$ cat src/rtl/uart_cmd_controller.sv
// Parses SYNC/CMD/DATA/CHK write frames from the UART receiver byte stream.
// Valid frames update an 8x8 register file; errors are pulsed and counted.
module uart_cmd_controller #(
  parameter int unsigned TIMEOUT_CYCLES = 27800,
  parameter logic [7:0]  SYNC_BYTE      = 8'hA5
) (
  input  logic        clk,
  input  logic        rst,
  input  logic        rx_valid,
  input  logic [7:0]  rx_data,
  output logic [63:0] reg_file,
  output logic        wr_stb,
  output logic [2:0]  wr_addr,
  output logic [7:0]  wr_data,
  output logic        frame_ok,
  output logic        err_chk,
  output logic        err_cmd,
  output logic        err_timeout,
  output logic [7:0]  err_count,
  output logic [1:0]  state
);

  // state    | meaning
  // IDLE     | hunting for SYNC_BYTE, other bytes dropped
  // GET_CMD  | next byte is the command
  // GET_DATA | next byte is the data
  // GET_CHK  | next byte is the checksum, frame resolves here
  typedef enum logic [1:0] {
    S_IDLE     = 2'd0,
    S_GET_CMD  = 2'd1,
    S_GET_DATA = 2'd2,
    S_GET_CHK  = 2'd3
  } state_t;

  localparam logic [15:0] TO_LAST = 16'(TIMEOUT_CYCLES - 1);

  state_t      state_q, state_d;
  logic [7:0]  cmd_q, cmd_d;
  logic [7:0]  data_q, data_d;
  logic [15:0] cnt_q, cnt_d;
  logic        do_write, do_clear;
  logic        ev_chk, ev_cmd, ev_to;
  logic        chk_good;

  assign chk_good = (rx_data == (SYNC_BYTE ^ cmd_q ^ data_q));

  always_comb begin
    state_d  = state_q;
    cmd_d    = cmd_q;
    data_d   = data_q;
    do_write = 1'b0;
    do_clear = 1'b0;
    ev_chk   = 1'b0;
    ev_cmd   = 1'b0;
    ev_to    = 1'b0;
    if (rx_valid) begin
      case (state_q)
        S_IDLE: begin
          if (rx_data == SYNC_BYTE) state_d = S_GET_CMD;
        end
        S_GET_CMD: begin
          cmd_d   = rx_data;
          state_d = S_GET_DATA;
        end
        S_GET_DATA: begin
          data_d  = rx_data;
          state_d = S_GET_CHK;
        end
        S_GET_CHK: begin
          state_d = S_IDLE;
          if (!chk_good)            ev_chk   = 1'b1;
          else if (cmd_q[7])        do_write = 1'b1;
          else if (cmd_q == 8'h00)  do_clear = 1'b1;
          else                      ev_cmd   = 1'b1;
        end
        default: state_d = S_IDLE;
      endcase
    end else if ((state_q != S_IDLE) && (cnt_q == TO_LAST)) begin
      // a byte arriving in the terminal cycle takes priority over the timeout
      state_d = S_IDLE;
      ev_to   = 1'b1;
    end
  end

  always_comb begin
    cnt_d = cnt_q + 16'd1;
    if (rx_valid || (state_q == S_IDLE)) cnt_d = 16'd0;
  end

  always_ff @(posedge clk) begin
    if (!rst) begin
      state_q     <= S_IDLE;
      cmd_q       <= 8'h00;
      data_q      <= 8'h00;
      cnt_q       <= 16'd0;
      reg_file    <= 64'd0;
      wr_stb      <= 1'b0;
      wr_addr     <= 3'd0;
      wr_data     <= 8'h00;
      frame_ok    <= 1'b0;
      err_chk     <= 1'b0;
      err_cmd     <= 1'b0;
      err_timeout <= 1'b0;
      err_count   <= 8'h00;
    end else begin
      state_q     <= state_d;
      cmd_q       <= cmd_d;
      data_q      <= data_d;
      cnt_q       <= cnt_d;
      wr_stb      <= do_write;
      frame_ok    <= do_write | do_clear;
      err_chk     <= ev_chk;
      err_cmd     <= ev_cmd;
      err_timeout <= ev_to;
      if (do_write) begin
        reg_file[{cmd_q[2:0], 3'b000} +: 8] <= data_q;
        wr_addr <= cmd_q[2:0];
        wr_data <= data_q;
      end
      if (do_clear) reg_file <= 64'd0;
      if ((ev_chk | ev_cmd | ev_to) && (err_count != 8'hFF))
        err_count <= err_count + 8'd1;
    end
  end

  assign state = state_q;

endmodule

$ cat config.mk
export PLATFORM = sky130hd
export DESIGN_NAME = uart_cmd_controller
export DESIGN_NICKNAME = d
export VERILOG_FILES = /design/src/rtl/uart_cmd_controller.sv
export SDC_FILE = /design/constraint.sdc
export NUM_CORES = 1
export LEC_CHECK = 0
export CAP_MARGIN = 40
export CORE_UTILIZATION = 51
export CTS_CLUSTER_SIZE = 8
export DETAILED_ROUTE_END_ITERATION = 12
export HOLD_SLACK_MARGIN = 0.06
export PLACE_DENSITY = 0.79
export SLEW_MARGIN = 30
export SYNTH_ARGS = -nofsm -noshare
export SYNTH_HDL_FRONTEND = slang
export SYNTH_SLANG_ARGS = --single-unit
$ cat constraint.sdc
create_clock -name clk -period 2.3 [get_ports clk]
set_input_delay 0.46 -clock clk [delete_from_list [all_inputs] [get_ports clk]]
set_output_delay 0.46 -clock clk [all_outputs]
set_load 0.1 [all_outputs]
==> impl_metrics.ini, run 1 <==
[drt]
drt-pass1-iter-count = 5
detail-route-antenna-nets = 0
via_per_inst = 5.41
drc = 0
drt-total-wl_mm = 13.1
drt_iter0_drc = 190
wl_per_cell_um = 15.8
num_vias = 4489

[grt]
grt_pass1_vias = 4235
antenna_found_initial = 0
grt_overflow = 0
grt_max_degree = 65
grt_pass1_wl_mm = 20.5
grt_usage_pct = 25.8

[critical_path]
cp_slowest_cell = clkdlybuf4s50_1
critPathBufInv = 3
cp_top_family = buffers and inverters
cp_max_fo = 9
end_kind = register
critPathMaxStageDelay_ps = 480
start_kind = primary input
critical_path_arrival_ps = 2630
worst-setup-path-type = primary input to register
rrSetupSlack_ps = 100
cp.required_ps = 2690
crit_chain = clkdlybuf4s50_1, xnor3_1, nand4_4, nor4_4, buf_4, and4b_1, buf_4, mux2i_1, nor2_1
crit_top_cell = buf_4

[cts]
cts-htree-levels = 4
insertion_delay_ps = 510
clockBufferDepth = 2
clockRootBuffer = clkbuf_8
cts.sinks = 122
clkSlewWorstSetupHoldPaths_ps = 60
cts_made_buffers = 17
tritoncts = built

[yosys]
yosysTopAreaCellShare_pct = 47.8
synth.distinct_cells = 45
synth.most_common_cell = dfxtp_1
syn_inst = 555
ys.flop_type = dfxtp_1
synth_commonest_cells = dfxtp_1, nor2_1, nand2_1
syn_nets = 575
syn_area_per_cell_um2 = 9.20
ys_ff_latch = 122
yosys_warnings = 0
async_flop_share_pct = 0
ys_seq_area_share_pct = 47.8
synth_area_um2 = 5110
yosysTopAreaCell = dfxtp_1
synth-edff-count = 0
synth_area_leaders = dfxtp_1, mux2i_1, nor2_1, nand2_1, a21oi_1

[place]
dp_hpwl_mm = 8.84
gp_congestion = 0.870
portBuffers = 100

[sta]
fmaxAchievable_mhz = 447
fin_crit_sh_pct = 97.3
fin_skew_ps = 8.28
relSlewSlack_pct = 64.9
hold_viol_final = 0
rsz0062_at_grt = yes
fin_crit_ps = 2240
tightest_slew_ps = 521
finalMaxSlewViolations = 0
setup_violations = 0

[floorplan]
fp.dieH_um = 102
pin_count = 101
start_util_pct = 52.5
num_rows = 36
die_w_um = 102
die_area_um2 = 10400
coreArea_um2 = 9730

[run]
cap_violations = 0

[finish]
drive_gt1_share_pct = 27.1
final_nets = 704
final_core_util_pct = 71.9
areaGrowthSynthToFinish_pct = 36.9
diodes = 0
n_fill_cell = 707

[power_and_ir_drop]
p_clk_share_pct = 55.9
pwr-share-seq_pct = 41.9
p_leak_nw = 2.85
pwr-share-comb_pct = 2.2
power_density_nw_per_um2 = 720
peakVddDrop_uv = 434
finalPower_w = 0.00503
switching_share_pct = 20.7
power.switching_w = 0.00104
power.internal_w = 0.00399

[hold_path]
hp-class = register to register

[status]
status = finished, final reports clean
[layout by cell type, fill, tap and decap left out, types with 3 or more instances in the layout]
cell | synthesis | final
or3_1 | 3 | 3
dfxtp_1 | 122 | 118
xnor2_1 | 4 | 4
nor2_1 | 79 | 79
nand4b_1 | 4 | 4
and3_1 | 10 | 10
nor3_1 | 4 | 3
and2_1 | 3 | 3
clkinv_4 | 0 | 3
xor2_1 | 12 | 10
clkdlybuf4s50_1 | 0 | 10
inv_1 | 8 | 8
buf_4 | 10 | 130
a21oi_1 | 48 | 47
xnor3_1 | 4 | 4
ha_1 | 9 | 8
mux2i_1 | 51 | 51
nand3_1 | 42 | 42
bufinv_16 | 0 | 4
buf_12 | 0 | 6
nor2b_1 | 4 | 3
nand4_1 | 8 | 8
nand3b_1 | 3 | 3
nor4_1 | 4 | 4
clkbuf_16 | 0 | 17
nand2_1 | 65 | 65
[metrics by stage]
step	hold slack, ps	setup TNS [ps]	cell area, um2	cells	setup WS, ps
6_report	452	0	6990	830	61.3
5_1_grt	471	-28.8	6990	830	-6.45
4_1_cts	453	0	6930	829	16.5
3_5_place_dp	447	-27540	6290	797	-585
3_3_place_gp	425	-24790	6290	797	-486
2_1_floorplan	413	0	5120	555	1.06
[worst paths after layout]
check,endpoint,from,cells after the start
worst min register to register,reg_file[42],reg_file[42],2
worst max-delay path,reg_file[63],rx_data[4],9
worst max register to register,err_count[5],state[0],8
worst min-delay path,reg_file[42],reg_file[42],2
[layout make-up]
type	count	area, um2	area share (%)
Inverter	8	30.0	0.429
Sequential cell	122	2450	35.1
Multi-Input combinational cell	387	2490	35.7
Clock inverter	13	189	2.70
Tap cell	133	166	2.38
Clock buffer	19	443	6.33
Timing Repair Buffer	148	1220	17.4
[worst reg2reg max path: stages, from the launching register on]
cell and delay, ps:
dfxtp_4 360, inv_1 70, ha_1 220, nor4b_1 260, nand4_1 220, nor3_4 240
o21ai_4 110, or4_1 490, a21oi_1 160
[per-layer routing]
metal	vias to the layer above	global-route usage (%)	wire length (um)
li1	2158	-	-
met1	2132	31.5	5560
met2	167	43.3	6470
met3	32	5.54	746
met4	0	12.4	297
met5	-	0	0
[cell families (layout without fill, tap and decap cells)]
kind of cell	count (synthesis)	count (layout)	synth area share, %
DFF	122	122	47.8
xor gates and xnor gates	23	23	5.93
buffers and inverters	46	188	4.65
muxes	52	52	10.2
AOI/OAI and AO/OA	60	60	6.32
adders and majority gates	9	9	2.20
and+or+nand+nor	243	243	22.9
[registers in the layout, indices dropped and copies added (netlist names), 2 cells and up]
signal / count
cmd_q: 8
cnt_q: 16
data_q: 8
err_count: 8
reg_file: 64
state: 2
wr_addr: 3
wr_data: 8
[timing repair]
item                                    4_1_cts  5_1_grt
pin swaps                                     0        7
hold buffers                                  0        0
resized for setup                             1       12
setup buffers                                 0        1
endpoints found under the setup margin        6       38
[power groups by stage]
stage | Clock [W] | Combinational, W | Sequential (W)
after detailed placement | 0 | 0.000106 | 0.00216
after global placement | 0 | 0.000105 | 0.00216
after global routing | 0.00293 | 0.000114 | 0.00211
after floorplan | 0 | 0.0000526 | 0.00216
final | 0.00281 | 0.000109 | 0.00211
after CTS | 0.00284 | 0.000106 | 0.00211
(Power assumes the default switching activity.)
==> run 2: changes to the inputs <==
--- a/config.mk
+++ b/config.mk
@@ -6,11 +6,10 @@
 export NUM_CORES = 1
 export LEC_CHECK = 0
 export CAP_MARGIN = 40
-export CORE_UTILIZATION = 51
+export CORE_UTILIZATION = 46
 export CTS_CLUSTER_SIZE = 8
 export DETAILED_ROUTE_END_ITERATION = 12
-export HOLD_SLACK_MARGIN = 0.06
-export PLACE_DENSITY = 0.79
+export PLACE_DENSITY = 0.75
 export SLEW_MARGIN = 30
 export SYNTH_ARGS = -nofsm -noshare
 export SYNTH_HDL_FRONTEND = slang
==> constraint.sdc (replaced) <==
create_clock -name clk -period 1.8 [get_ports clk]
set_input_delay 0.36 -clock clk [delete_from_list [all_inputs] [get_ports clk]]
set_output_delay 0.36 -clock clk [all_outputs]
set_load 0.1 [all_outputs]
==> impl_metrics.ini, run 2 (synthesized netlist as in run 1, its figures left out) <==
[finish]
largest_reg_flops = 64
final_cell_mix = dfxtp_1, buf_12, buf_4
areaGrowthSynthToFinish_pct = 77.4
top_register = reg_file
final_core_util_pct = 83.6
design_area_um2 = 9060
diodes = 0
final_nets = 766
largestRegisters = reg_file x64, cnt_q x16
n_fill_cell = 509
final_common_cell = dfxtp_1
drive_gt1_share_pct = 41.8

[cts]
cts_made_buffers = 17
clockBufferDepth = 2
tritoncts = built
cts.sinks = 122
clkSlewWorstSetupHoldPaths_ps = 60
insertion_delay_ps = 530
cts-htree-levels = 4
clockRootBuffer = clkbuf_8

[drt]
drt-pass1-iter-count = 6
num_vias = 5360
detail-route-antenna-nets = 0
drc = 0
via_per_inst = 5.96
drt-total-wl_mm = 20.6
wl_per_cell_um = 22.9
drt_iter0_drc = 460

[sta]
finalMaxSlewViolations = 0
hold_viol_final = 0
relSlewSlack_pct = 66.4
setup_tns_ps = -28390
fin_crit_sh_pct = 133
setup_violations = 87
fin_skew_ps = 6.64
tightest_slew_ps = 500
fin_crit_ps = 2400
fmaxAchievable_mhz = 417
rsz0062_at_grt = yes
layout_setup_ws_ps = -596

[critical_path]
critPathBufInv = 2
cp_top_family = simple AND/OR/NAND/NOR gates
start_kind = register
cp_slowest_cell = and3b_2
end_kind = register
critPathMaxStageDelay_ps = 390
rrSetupSlack_ps = -600
cp.required_ps = 2240
critical_path_arrival_ps = 2830
worst-setup-path-type = register to register
timing.rr.end = reg_file[40]
cp_max_fo = 8
rr_startpoint = cmd_q[0]
rr_worst_depth = 9
crit_chain = inv_1, ha_2, buf_4, ha_4, nor2b_1, and2_1, and3b_2, nand3_2, a21oi_2

[power_and_ir_drop]
power_density_nw_per_um2 = 726
peakVddDrop_uv = 637
p_leak_nw = 3.52

[place]
pre_cts_slack_ps = -806
dpl-instance-area_um2 = 7750
dp_hpwl_mm = 10.3
portBuffers = 100
gp_congestion = 0.849

[hold_path]
hp-class = register to register
min_path_cells = 2
min_to = cmd_q[5]
holdCritStartpoint = cmd_q[5]

[grt]
grt_pass1_wl_mm = 28.4
grt_overflow = 0
grt_max_degree = 23
antenna_found_initial = 0
grt_pass1_vias = 5328
grt_usage_pct = 33.2

[floorplan]
coreArea_um2 = 10800
start_util_pct = 47.1
die_w_um = 107
num_rows = 38
fp.dieH_um = 107
die_area_um2 = 11500
pin_count = 101

[status]
status = finished, violations left
violations = setup timing

[run]
cap_violations = 0
run 2: changes by cell type in the layout (fill, tap and decap cells not counted), sizes merged:
cell	before	now
buf	138	200
clkinv	5	2
clkbuf	19	21
bufinv	4	3
clkdlybuf4s50	10	9
clkinvlp	2	3
dlygate4sd2	0	1
inv	10	11
run 2: tightest hold or removal path: stages, from the launching register on:
cell,delay (ps)
dfxtp_2,340
nand2_1,60
a21oi_1,50
run 2: routing by layer:
layer	global-route usage, %	routed length (um)	vias up
met1	33.6	6980	2530
met2	59.7	10400	398
met5	0	0	-
li1	-	-	2280
met3	7.45	1690	152
met4	24.7	1530	0
run 2: what timing repair did:
| item | CTS | global route |
|---|---|---|
| pin swaps | 35 | 8 |
| buffers inserted | 16 | 9 |
| setup endpoints to repair | 87 | 89 |
| hold buffers | 0 | 0 |
| gates cloned | 7 | 0 |
| resized for setup | 54 | 32 |
run 2: where the power goes:
| group | internal, W | leakage, nW | switching (W) |
|---|---|---|---|
| combinational | 0.000127 | 2.23 | 0.000115 |
| clock | 0.00229 | 0.297 | 0.00136 |
| sequential | 0.00270 | 0.990 | 0.000000232 |
run 2: area by class of cell:
cell class	count	area, um2	share of cell area [%]
inverter	8	35.0	0.386
sequential	122	2470	27.2
clock buffer	21	470	5.19
tap	140	175	1.93
timing repair buffer	210	3000	33.0
multi-input combinational	387	2770	30.5
clock inverter	11	156	1.73
run 2: worst max-delay path by stage:
stage / from / to / slack, ps / cells after the start
final: cmd_q[0] / reg_file[40] / -600 / 9
after global routing: data_q[4] / reg_file[40] / -610 / 8
after CTS: data_q[0] / reg_file[14] / -280 / 9
after detailed placement: rx_data[1] / reg_file[19] / -810 / 9
after global placement: rx_data[1] / reg_file[19] / -740 / 9
after floorplan: state[1] / err_count[3] / -240 / 9
run 2: through the flow:
stage          hold WS, ps  total power (W)  instances
6_report               495          0.00659        899
5_1_grt                510          0.00670        899
4_1_cts                433          0.00651        890
3_5_place_dp           486          0.00290        836
3_3_place_gp           479          0.00290        836
2_1_floorplan          413          0.00283        555
